--- src/rtl/color_detect_pkg.sv ---
// Shared types and frame constants for the colour-detect video path.
//  FRAME_H / FRAME_V / FRAME_PIXELS : nominal 640x360 frame geometry
//  PIX_W, pix_t                     : RGB565 pixel word
//  pix_beat_t                       : pixel plus start-of-frame / end-of-line sideband
//  rd_state_e                       : frame-buffer reader FSM states
package color_detect_pkg;

  localparam int FRAME_H      = 640;
  localparam int FRAME_V      = 360;
  localparam int FRAME_PIXELS = FRAME_H * FRAME_V;
  localparam int PIX_W        = 16;

  typedef logic [PIX_W-1:0] pix_t;

  typedef struct packed {
    pix_t data;
    logic sof;
    logic eol;
  } pix_beat_t;

  typedef enum logic [1:0] {
    ST_IDLE  = 2'd0,
    ST_READ  = 2'd1,
    ST_DRAIN = 2'd2
  } rd_state_e;

  // Bundle a pixel with its sideband bits.
  function automatic pix_beat_t make_beat(input pix_t data, input logic sof, input logic eol);
    pix_beat_t beat;
    beat.data = data;
    beat.sof  = sof;
    beat.eol  = eol;
    return beat;
  endfunction

endpackage

--- src/rtl/pix_skid_fifo.sv ---
// Two-entry synchronous FIFO of pixel beats. The head entry is held in a
// register that drives the output stream directly, so data/sideband stay
// stable while the consumer stalls.
//  i_clk, i_rstn     : clock, asynchronous active-low reset
//  i_clr             : synchronous clear (drops both entries)
//  i_wr_en/i_wr_beat : push one beat
//  i_rd_ready        : consumer ready; a pop happens when o_rd_valid & i_rd_ready
//  o_rd_valid/beat   : head of the FIFO
//  o_free            : slots available for a push arriving after this cycle,
//                      i.e. empty slots plus the one freed by this cycle's pop
module pix_skid_fifo
  import color_detect_pkg::*;
(
  input  logic       i_clk,
  input  logic       i_rstn,
  input  logic       i_clr,
  input  logic       i_wr_en,
  input  pix_beat_t  i_wr_beat,
  input  logic       i_rd_ready,
  output logic       o_rd_valid,
  output pix_beat_t  o_rd_beat,
  output logic [1:0] o_free
);

  pix_beat_t head_r;
  pix_beat_t tail_r;
  logic      head_vld_r;
  logic      tail_vld_r;

  pix_beat_t head_n_s;
  pix_beat_t tail_n_s;
  logic      head_vld_n_s;
  logic      tail_vld_n_s;
  logic      pop_s;
  logic [1:0] count_s;

  // Next-state of the two slots: pop first (tail shifts into head), then push into the first free slot.
  always_comb begin
    pop_s        = head_vld_r & i_rd_ready;
    count_s      = {1'b0, head_vld_r} + {1'b0, tail_vld_r};
    o_free       = 2'd2 - count_s + {1'b0, pop_s};
    head_n_s     = head_r;
    tail_n_s     = tail_r;
    head_vld_n_s = head_vld_r;
    tail_vld_n_s = tail_vld_r;
    if (pop_s) begin
      if (tail_vld_r) begin
        head_n_s     = tail_r;
        head_vld_n_s = 1'b1;
        tail_vld_n_s = 1'b0;
      end else begin
        head_vld_n_s = 1'b0;
      end
    end else begin
      head_vld_n_s = head_vld_r;
    end
    if (i_wr_en) begin
      if (!head_vld_n_s) begin
        head_n_s     = i_wr_beat;
        head_vld_n_s = 1'b1;
      end else begin
        tail_n_s     = i_wr_beat;
        tail_vld_n_s = 1'b1;
      end
    end else begin
      tail_vld_n_s = tail_vld_n_s;
    end
  end

  // Slot storage with async reset and synchronous clear.
  always_ff @(posedge i_clk or negedge i_rstn) begin
    if (!i_rstn) begin
      head_r     <= '0;
      tail_r     <= '0;
      head_vld_r <= 1'b0;
      tail_vld_r <= 1'b0;
    end else if (i_clr) begin
      head_r     <= '0;
      tail_r     <= '0;
      head_vld_r <= 1'b0;
      tail_vld_r <= 1'b0;
    end else begin
      head_r     <= head_n_s;
      tail_r     <= tail_n_s;
      head_vld_r <= head_vld_n_s;
      tail_vld_r <= tail_vld_n_s;
    end
  end

  assign o_rd_valid = head_vld_r;
  assign o_rd_beat  = head_r;

endmodule

--- src/rtl/fbuf_reader.sv ---
// Read-side master of the frame buffer. On i_start it scans the frame once in
// raster order, hides the 1-cycle BRAM latency and emits a valid/ready pixel
// stream with start-of-frame (o_tuser) and end-of-line (o_tlast) markers.
//  i_clk, i_rstn        : clock, asynchronous active-low reset
//  i_start              : begin a frame scan (ignored while busy or with i_flush)
//  i_flush              : synchronous abort back to idle
//  o_raddr / i_rdata    : BRAM read port, data valid one cycle after the address
//  o_tdata/tvalid/tuser/tlast, i_tready : output pixel stream
//  o_busy               : scan in progress (issuing or draining)
//  o_done               : one-cycle pulse after the final pixel handshake
// DATA_WIDTH is expected to equal PIX_W.
module fbuf_reader
  import color_detect_pkg::*;
#(
  parameter int DATA_WIDTH = PIX_W,
  parameter int H_ACTIVE   = FRAME_H,
  parameter int V_ACTIVE   = FRAME_V,
  parameter int ADDR_WIDTH = 18
) (
  input  logic                  i_clk,
  input  logic                  i_rstn,
  input  logic                  i_start,
  input  logic                  i_flush,
  output logic [ADDR_WIDTH-1:0] o_raddr,
  input  logic [DATA_WIDTH-1:0] i_rdata,
  output logic [DATA_WIDTH-1:0] o_tdata,
  output logic                  o_tvalid,
  input  logic                  i_tready,
  output logic                  o_tuser,
  output logic                  o_tlast,
  output logic                  o_busy,
  output logic                  o_done
);

  localparam int FRAME_PIX = H_ACTIVE * V_ACTIVE;
  localparam int X_W = (H_ACTIVE > 1) ? $clog2(H_ACTIVE) : 1;
  localparam int Y_W = (V_ACTIVE > 1) ? $clog2(V_ACTIVE) : 1;
  localparam logic [ADDR_WIDTH-1:0] LAST_ADDR = ADDR_WIDTH'(FRAME_PIX - 1);
  localparam logic [X_W-1:0]        X_LAST    = X_W'(H_ACTIVE - 1);
  localparam logic [Y_W-1:0]        Y_LAST    = Y_W'(V_ACTIVE - 1);

  rd_state_e             state_r;
  rd_state_e             state_nxt_s;
  logic [ADDR_WIDTH-1:0] raddr_r;
  logic [X_W-1:0]        x_r;
  logic [Y_W-1:0]        y_r;
  logic                  inflight_r;
  logic                  inflight_sof_r;
  logic                  inflight_eol_r;
  logic                  busy_r;
  logic                  done_r;

  logic                  issue_s;
  logic                  last_issue_s;
  logic                  pop_s;
  logic                  last_hs_s;
  logic                  fifo_valid_s;
  pix_beat_t             fifo_beat_s;
  logic [1:0]            fifo_free_s;

  // FSM state register.
  always_ff @(posedge i_clk or negedge i_rstn) begin
    if (!i_rstn) begin
      state_r <= ST_IDLE;
    end else begin
      state_r <= state_nxt_s;
    end
  end

  // FSM next-state logic; flush wins over every other transition.
  always_comb begin
    state_nxt_s = state_r;
    case (state_r)
      ST_IDLE: begin
        if (i_start && !i_flush) state_nxt_s = ST_READ;
        else                     state_nxt_s = ST_IDLE;
      end
      ST_READ: begin
        if (i_flush)           state_nxt_s = ST_IDLE;
        else if (last_issue_s) state_nxt_s = ST_DRAIN;
        else                   state_nxt_s = ST_READ;
      end
      ST_DRAIN: begin
        if (i_flush)        state_nxt_s = ST_IDLE;
        else if (last_hs_s) state_nxt_s = ST_IDLE;
        else                state_nxt_s = ST_DRAIN;
      end
      default: state_nxt_s = ST_IDLE;
    endcase
  end

  // FSM outputs: read issue and end-of-frame handshake detection.
  always_comb begin
    // Issue only when the word returning next cycle is guaranteed a slot,
    // counting the word already in flight and this cycle's pop.
    issue_s      = (state_r == ST_READ) && !i_flush && (fifo_free_s > {1'b0, inflight_r});
    last_issue_s = issue_s && (raddr_r == LAST_ADDR);
    pop_s        = fifo_valid_s && i_tready;
    // While draining nothing new is requested, so the last beat is the one
    // popped when the FIFO holds one entry (free becomes 2) and nothing is in flight.
    last_hs_s    = (state_r == ST_DRAIN) && pop_s && !inflight_r && (fifo_free_s == 2'd2);
  end

  // Address, raster counters, in-flight tracking and status flags.
  always_ff @(posedge i_clk or negedge i_rstn) begin
    if (!i_rstn) begin
      raddr_r        <= '0;
      x_r            <= '0;
      y_r            <= '0;
      inflight_r     <= 1'b0;
      inflight_sof_r <= 1'b0;
      inflight_eol_r <= 1'b0;
      busy_r         <= 1'b0;
      done_r         <= 1'b0;
    end else if (i_flush) begin
      raddr_r        <= '0;
      x_r            <= '0;
      y_r            <= '0;
      inflight_r     <= 1'b0;
      inflight_sof_r <= 1'b0;
      inflight_eol_r <= 1'b0;
      busy_r         <= 1'b0;
      done_r         <= 1'b0;
    end else begin
      // Sideband is decided at issue time and rides alongside the BRAM latency.
      inflight_r     <= issue_s;
      inflight_sof_r <= issue_s && (x_r == '0) && (y_r == '0);
      inflight_eol_r <= issue_s && (x_r == X_LAST);
      busy_r         <= (state_nxt_s != ST_IDLE);
      done_r         <= last_hs_s;
      if (issue_s) begin
        // Address returns to 0 after the last pixel so it never leaves the frame.
        raddr_r <= last_issue_s ? '0 : raddr_r + ADDR_WIDTH'(1);
        if (x_r == X_LAST) begin
          x_r <= '0;
          y_r <= (y_r == Y_LAST) ? '0 : y_r + Y_W'(1);
        end else begin
          x_r <= x_r + X_W'(1);
        end
      end
    end
  end

  pix_skid_fifo u_fifo (
    .i_clk      (i_clk),
    .i_rstn     (i_rstn),
    .i_clr      (i_flush),
    .i_wr_en    (inflight_r),
    .i_wr_beat  (make_beat(PIX_W'(i_rdata), inflight_sof_r, inflight_eol_r)),
    .i_rd_ready (i_tready),
    .o_rd_valid (fifo_valid_s),
    .o_rd_beat  (fifo_beat_s),
    .o_free     (fifo_free_s)
  );

  assign o_raddr  = raddr_r;
  assign o_tvalid = fifo_valid_s;
  assign o_tdata  = DATA_WIDTH'(fifo_beat_s.data);
  assign o_tuser  = fifo_beat_s.sof;
  assign o_tlast  = fifo_beat_s.eol;
  assign o_busy   = busy_r;
  assign o_done   = done_r;

endmodule

--- config.mk ---
export PLATFORM = sky130hd
export DESIGN_NAME = fbuf_reader
export DESIGN_NICKNAME = d
export VERILOG_FILES = /design/src/rtl/color_detect_pkg.sv /design/src/rtl/pix_skid_fifo.sv /design/src/rtl/fbuf_reader.sv
export SDC_FILE = /design/constraint.sdc
export NUM_CORES = 1
export LEC_CHECK = 0
export ABC_AREA = 1
export BUFFER_PORTS_ARGS = -buffer_cell sky130_fd_sc_hd__buf_2
export CORE_ASPECT_RATIO = 2
export CORE_MARGIN = 2
export CORE_UTILIZATION = 60
export DETAILED_ROUTE_END_ITERATION = 16
export PLACE_DENSITY = 0.9
export SYNTH_ARGS = -nofsm -noshare
export SYNTH_HDL_FRONTEND = slang
export SYNTH_HIERARCHICAL = 1
export SYNTH_SLANG_ARGS = --single-unit
--- constraint.sdc ---
create_clock -name i_clk -period 7.41 [get_ports i_clk]
set_clock_uncertainty 0.05 [all_clocks]
set_input_delay 0.3705 -clock i_clk [delete_from_list [all_inputs] [get_ports i_clk]]
set_output_delay 0.3705 -clock i_clk [all_outputs]
set_load 0.01 [all_outputs]
# Yosys cells after proc, flatten, opt, wreduce, memory -nomap -nowiden
# Index checks and enable logic that the tools add are counted.
[classes]
addsub = 6
multipliers = 0
div_mod_pow = 0
order_cmp = 1
eq_ne = 6
shift = 0
n_mux = 37
bitwise = 1
n_reduce_logical = 23
[op_table]
columns = ["op", "count"]
rows = [
  ["18-bit two-way mux", 11],
  ["9-bit two-way mux", 4],
  ["10-bit two-way mux", 3],
  ["18-bit by 1-bit adder with 18-bit output, second input constant", 1],
  ["18-bit equality test, second input constant", 1],
  ["1-bit two-way mux", 14],
  ["1-bit logical AND", 11],
  ["10-bit by 1-bit adder with 10-bit output, second input constant", 1],
  ["10-bit equality test, second input constant", 1],
  ["10-bit logical NOT", 1],
  ["2-bit nonzero test", 5],
  ["9-bit by 1-bit adder with 9-bit output, second input constant", 1],
  ["9-bit equality test, second input constant", 1],
  ["9-bit logical NOT", 1],
  ["2-bit two-way mux", 4],
  ["2-bit one-hot mux with 3 select lines", 1],
  ["2-bit equality test, second input constant", 2],
  ["2-bit AND reduction", 2],
  ["1-bit by 1-bit adder with 2-bit output", 1],
  ["2-bit by 1-bit adder with 2-bit output", 1],
  ["2-bit by 1-bit equality test with 1-bit output, second input constant", 1],
  ["2-bit by 1-bit greater-than comparator with 1-bit output", 1],
  ["1-bit logical NOT", 2],
  ["2-bit logical NOT", 1],
  ["other kinds (2)", 2],
]
[word_totals]
regBits = 82
latchBits = 0
ram_bits = 0
rom_bits = 0
inputBits = 21
word_cells = 91
memories = 0

# Logic depth before layout (Yosys ltp)
[logic_depth]
depth_word = 11
depth_mapped = 16

# Modules after synthesis
# Netlist, hierarchy kept.
[modules_own_cells]
columns = ["mod", "instances", "cells_per_inst", "area_per_inst_um2", "seq_area_each_um2"]
rows = [
  ["fbuf_reader", 1, 390, 2773.9, 1101.1],
  ["pix_skid_fifo", 1, 272, 2018.2, 950.9],
]

# Worst setup path before layout
# OpenSTA, ideal clock, no wires.
[synth_path]
kind = "reg-to-reg"
startpoint = "reg u_fifo.head_vld_r, in the netlist u_fifo/o_rd_valid"
endpoint = "reg raddr_r[7], in the netlist o_raddr[7]"
setup_time_ns = 0.123
arrival_ns = 2.488
required_ns = 7.237
setup_slack_ns = 4.749
stages_incl_launch_ff = 16
n_path_buf = 3
path_cell_list = "dfrtp_1 -> buf_4 -> buf_2 -> inv_1 -> ha_1 -> inv_1 -> xor2_1 -> inv_1 -> ha_1 -> o21ai_0 -> nand2_4 -> nand2_4 -> inv_2 -> buf_2 -> nand2_1 -> o21ai_1"
[synth_via]
elab_chain_len = 9
word_cells_on_any_way = 11
cone_classes = "3 x add/sub; 1 x order compare; 3 x mux; 1 x bitwise; 3 x reduce/logical"
[synth_lines]
columns = ["element", "line", "rtl"]
rows = [
  ["start: declaration", "pix_skid_fifo.sv:27", "logic head_vld_r;"],
  ["start signal: assignment", "pix_skid_fifo.sv:85", "head_vld_r <= head_vld_n_s;"],
  ["1-bit by 1-bit adder with 2-bit output", "pix_skid_fifo.sv:40", "count_s = {1'b0, head_vld_r} + {1'b0, tail_vld_r};"],
  ["2-bit subtractor", "pix_skid_fifo.sv:41", "o_free = 2'd2 - count_s + {1'b0, pop_s};"],
  ["2-bit by 1-bit adder with 2-bit output *", "pix_skid_fifo.sv:41", ""],
  ["via fifo_free_s[0]", "fbuf_reader.sv:59", "logic [1:0] fifo_free_s;"],
  ["2-bit by 1-bit greater-than comparator with 1-bit output *", "fbuf_reader.sv:96", "issue_s = (state_r == ST_READ) && !i_flush && (fifo_free_s > {1'b0, inflight_r});"],
  ["1-bit logical AND *", "fbuf_reader.sv:96", ""],
  ["1-bit logical AND", "fbuf_reader.sv:97", "last_issue_s = issue_s && (raddr_r == LAST_ADDR);"],
  ["18-bit two-way mux", "fbuf_reader.sv:133", "raddr_r <= last_issue_s ? '0 : raddr_r + ADDR_WIDTH'(1);"],
  ["18-bit two-way mux", "fbuf_reader.sv:131", "if (issue_s) begin"],
  ["18-bit two-way mux", "fbuf_reader.sv:115", "end else if (i_flush) begin"],
  ["end signal: assignment", "fbuf_reader.sv:133", ""],
  ["end: declaration", "fbuf_reader.sv:44", "logic [ADDR_WIDTH-1:0] raddr_r;"],
]
# The timed path passes the listed nets; every way through them passes the cells marked *. The select of a mux whose other input is x is not followed.
# A chain may end at the register's enable or synchronous reset.

# Worst setup path after layout
[layout_path]
startpoint = "reg u_fifo.head_vld_r, in the netlist u_fifo/o_rd_valid"
endpoint = "reg y_r[5]"
[layout_via]
elab_chain_len = 7
word_cells_on_any_way = 8
cone_classes = "3 x add/sub; 1 x order compare; 1 x bitwise; 3 x reduce/logical"
[layout_lines]
columns = ["element", "line", "rtl"]
rows = [
  ["1-bit by 1-bit adder with 2-bit output", "pix_skid_fifo.sv:40", ""],
  ["2-bit subtractor", "pix_skid_fifo.sv:41", ""],
  ["2-bit by 1-bit adder with 2-bit output *", "pix_skid_fifo.sv:41", ""],
  ["via fifo_free_s[0]", "fbuf_reader.sv:59", ""],
  ["2-bit by 1-bit greater-than comparator with 1-bit output *", "fbuf_reader.sv:96", ""],
  ["1-bit logical AND *", "fbuf_reader.sv:96", ""],
  ["2-bit nonzero test (no source line) *", "-", ""],
  ["2-bit AND reduction (no source line) *", "-", ""],
  ["end signal: assignment", "fbuf_reader.sv:136", "y_r <= (y_r == Y_LAST) ? '0 : y_r + Y_W'(1);"],
  ["end: declaration", "fbuf_reader.sv:46", "logic [Y_W-1:0] y_r;"],
]
# The timed path passes the listed nets; every way through them passes the cells marked *.

==> run metrics <==
status finished, final reports clean; Die H 130 um; total clock sinks 82; Period Utilization, post-route 43.7%; DRC Markers 0; number of synthesized flops with an enable pin 0; CP Launch Type register; post-CTS repair timing setup buffer count 0; max_slew headroom 30.7%; Net Count, Synth ~700; core area between 7000 and 8000 um^2; final setup vio count 0; max-cap violations 0; Placer Congestion 0.892; leading area contributor after synthesis dfrtp_1; Die Area 8760 um^2; layout cells sized above 1 16.1%; antenna cells 0; CP Max Fanout 26; Most used DFF post-synth dfrtp_1; Detail Placement HPWL 7230 um; gr usage total a little over a quarter; largest net degree at the start of global routing 83; post-synthesis sequential area ratio approximately 43%; leakage power 2.83 nW; count leader, synth nand2_1; Final Hold Vio Count 0; Post-synth top cells 213 x nand2_1, 90 x nor2_1, 82 x dfrtp_1; WL/cell 13.9 um; clk root buf clkbuf_16; Post-Syn Area around 4800 um^2; Port Buffers 59; vias in the first global route 4039; WP data required approximately 7.6 ns; final worst path period need 3.24 ns; first-pass GRT wire length 18200 um; pre-CTS setup slack 4.22 ns; asr flop ratio synth 100%; pwr dens 194 nW/um^2; I/O Pins 60; GR Overflow Total 0; Mapped Avg Cell Area roughly 7.2 um^2; Synth Register Bits 82; share of the synthesized area in the top cell type 42.8%; crit path DAT 3.42 ns; Via Count 4449; Starting Density 61.2%; via/cell ratio 5.50; Gate Count Post-Synth 662; RSZ-0062 raised after global routing no; Max Root-Sink Buffers 2; CTS H-tree depth 3; Peak VDD IR 0.000147 V; slew of the pin with the lowest slew margin 1.04 ns; Placed Area 5070 um^2; Finished Core Util 68.5%; Area contributors post-synth dfrtp_1 43%, nand2_1 17%, nand3_1 7.3%; CTS tree done; Worst Hold Class in -> async; post-route cell area between 5000 and 6000 um^2; 1st-iter DRT viols 647; ANT nets after route 0; hold_buf cts 0; f_max 308 MHz; library cells used by synthesis 35; CP endpoint kind register; TritonRoute pass-1 iters 5; Worst-Skew Late Latency between 0.3 and 0.4 ns; Setup TNS 0 ns; total wire length approximately 11000 um; TritonCTS Buffers 9; critical path class reg -> reg; Final WS setup 4.17 ns; initial antenna violation count 0; die width 67.2 um; CTS resizes 0; Cell Rows 46; Yosys warning total 6; clock-pin slew on the worst setup and hold paths 0.06 ns; Layout area overhead 11.9%; nets@finish 737; Final Slew Violations 0
routing by layer:
layer  wire length [um]  track usage, %  share of wire (%)
met1               4780            35.0                 42
met2               5630            43.4                 50
met3                618            4.02                5.5
met4                229            12.8                2.0
met5                  0               0                  0
registers in the layout, indices dropped and copies added, names as in the netlist:
signal             cells
inflight_sof_r         1
o_busy                 1
u_fifo/o_rd_valid      1
o_done                 1
inflight_eol_r         1
inflight_r             1
state_r                2
u_fifo/tail_r         18
u_fifo/o_rd_beat      18
y_r                    9
x_r                   10
o_raddr               18
u_fifo/tail_vld_r      1
worst paths after layout:
kind                              startpoint                   end  slack (ns)  cells after the start
min reg2reg                   inflight_eol_r      u_fifo/tail_r[0]        0.44                      2
max reg2reg                u_fifo/o_rd_valid                y_r[5]        4.17                     12
max in group asynchronous             i_rstn  u_fifo/o_rd_beat[12]        6.48                      1
max                        u_fifo/o_rd_valid                y_r[5]        4.17                     12
min in group i_clk               i_rdata[14]     u_fifo/tail_r[16]        0.18                      3
min                                   i_rstn            o_raddr[2]        0.15                      1
layout make-up:
class / count / area [um^2]
clock inverters: 5 / 53.8
clock buffers: 10 / 239
fillers: 642 / 2470
inverters: 71 / 267
flip-flops and latches: 82 / 2050
well taps: 96 / 120
multi-input cells: 486 / 2330
repair buffers: 59 / 298
placed cells by master, fill, tap and decap left out:
master / count
nor2_1: 90
xnor2_1: 3
o21bai_1: 3
nand3_4: 1
o21ai_0: 11
inv_6: 1
nor2_8: 1
clkbuf_8: 1
a21boi_0: 1
xor2_1: 5
nand2_2: 8
a21oi_4: 1
buf_2: 58
nor2_4: 5
a31oi_1: 1
o21ai_1: 6
nand2_4: 2
nand4_1: 30
o22ai_1: 1
a21oi_2: 1
a21oi_1: 5
ha_1: 7
nor4_1: 3
clkinv_2: 3
clkbuf_16: 9
dfrtp_1: 82
nand2_1: 213
inv_2: 6
inv_1: 64
nand3_1: 70
o21ai_2: 4
clkinv_1: 1
nand3_2: 4
nor2_2: 8
nor3_1: 2
bufinv_16: 1
buf_4: 1
power by group:
part	switching (W)	total, W	leakage [nW]	internal (W)
clock network	0.000185	0.000452	0.148	0.000268
registers	0.0000172	0.000479	1.13	0.000462
logic	0.0000709	0.000106	1.55	0.0000352
worst max-delay path, cell delays in order, from the launching register on:
cell	delay (ns)
dfrtp_1	0.98
inv_1	0.11
ha_1	0.32
inv_1	0.08
xor2_1	0.18
inv_1	0.07
ha_1	0.29
o21ai_0	0.30
nand2_4	0.14
nand2_4	0.21
nand2_2	0.21
nand2_1	0.12
nand2_1	0.06
metrics by stage:
stage	power (W)	std cells	hold WS (ns)
5_1_grt	0.00107	809	0.196
6_report	0.00104	809	0.146
2_1_floorplan	0.000554	662	0.0249
3_3_place_gp	0.000590	794	0.412
4_1_cts	0.00104	809	0.183
3_5_place_dp	0.000593	794	0.423
logic make-up (layout without fill, tap and decap cells):
logic type	Yosys count	in the layout	synth area share, %
AO/OA/AOI/OAI	34	34	4.44
AND/OR/NAND/NOR	437	437	40.9
buffers and inverters	94	145	8.54
XOR/XNOR	8	8	1.46
adder cells (fa/ha/maj)	7	7	1.83
flip-flops	82	82	42.8
(Power assumes the default switching activity.)
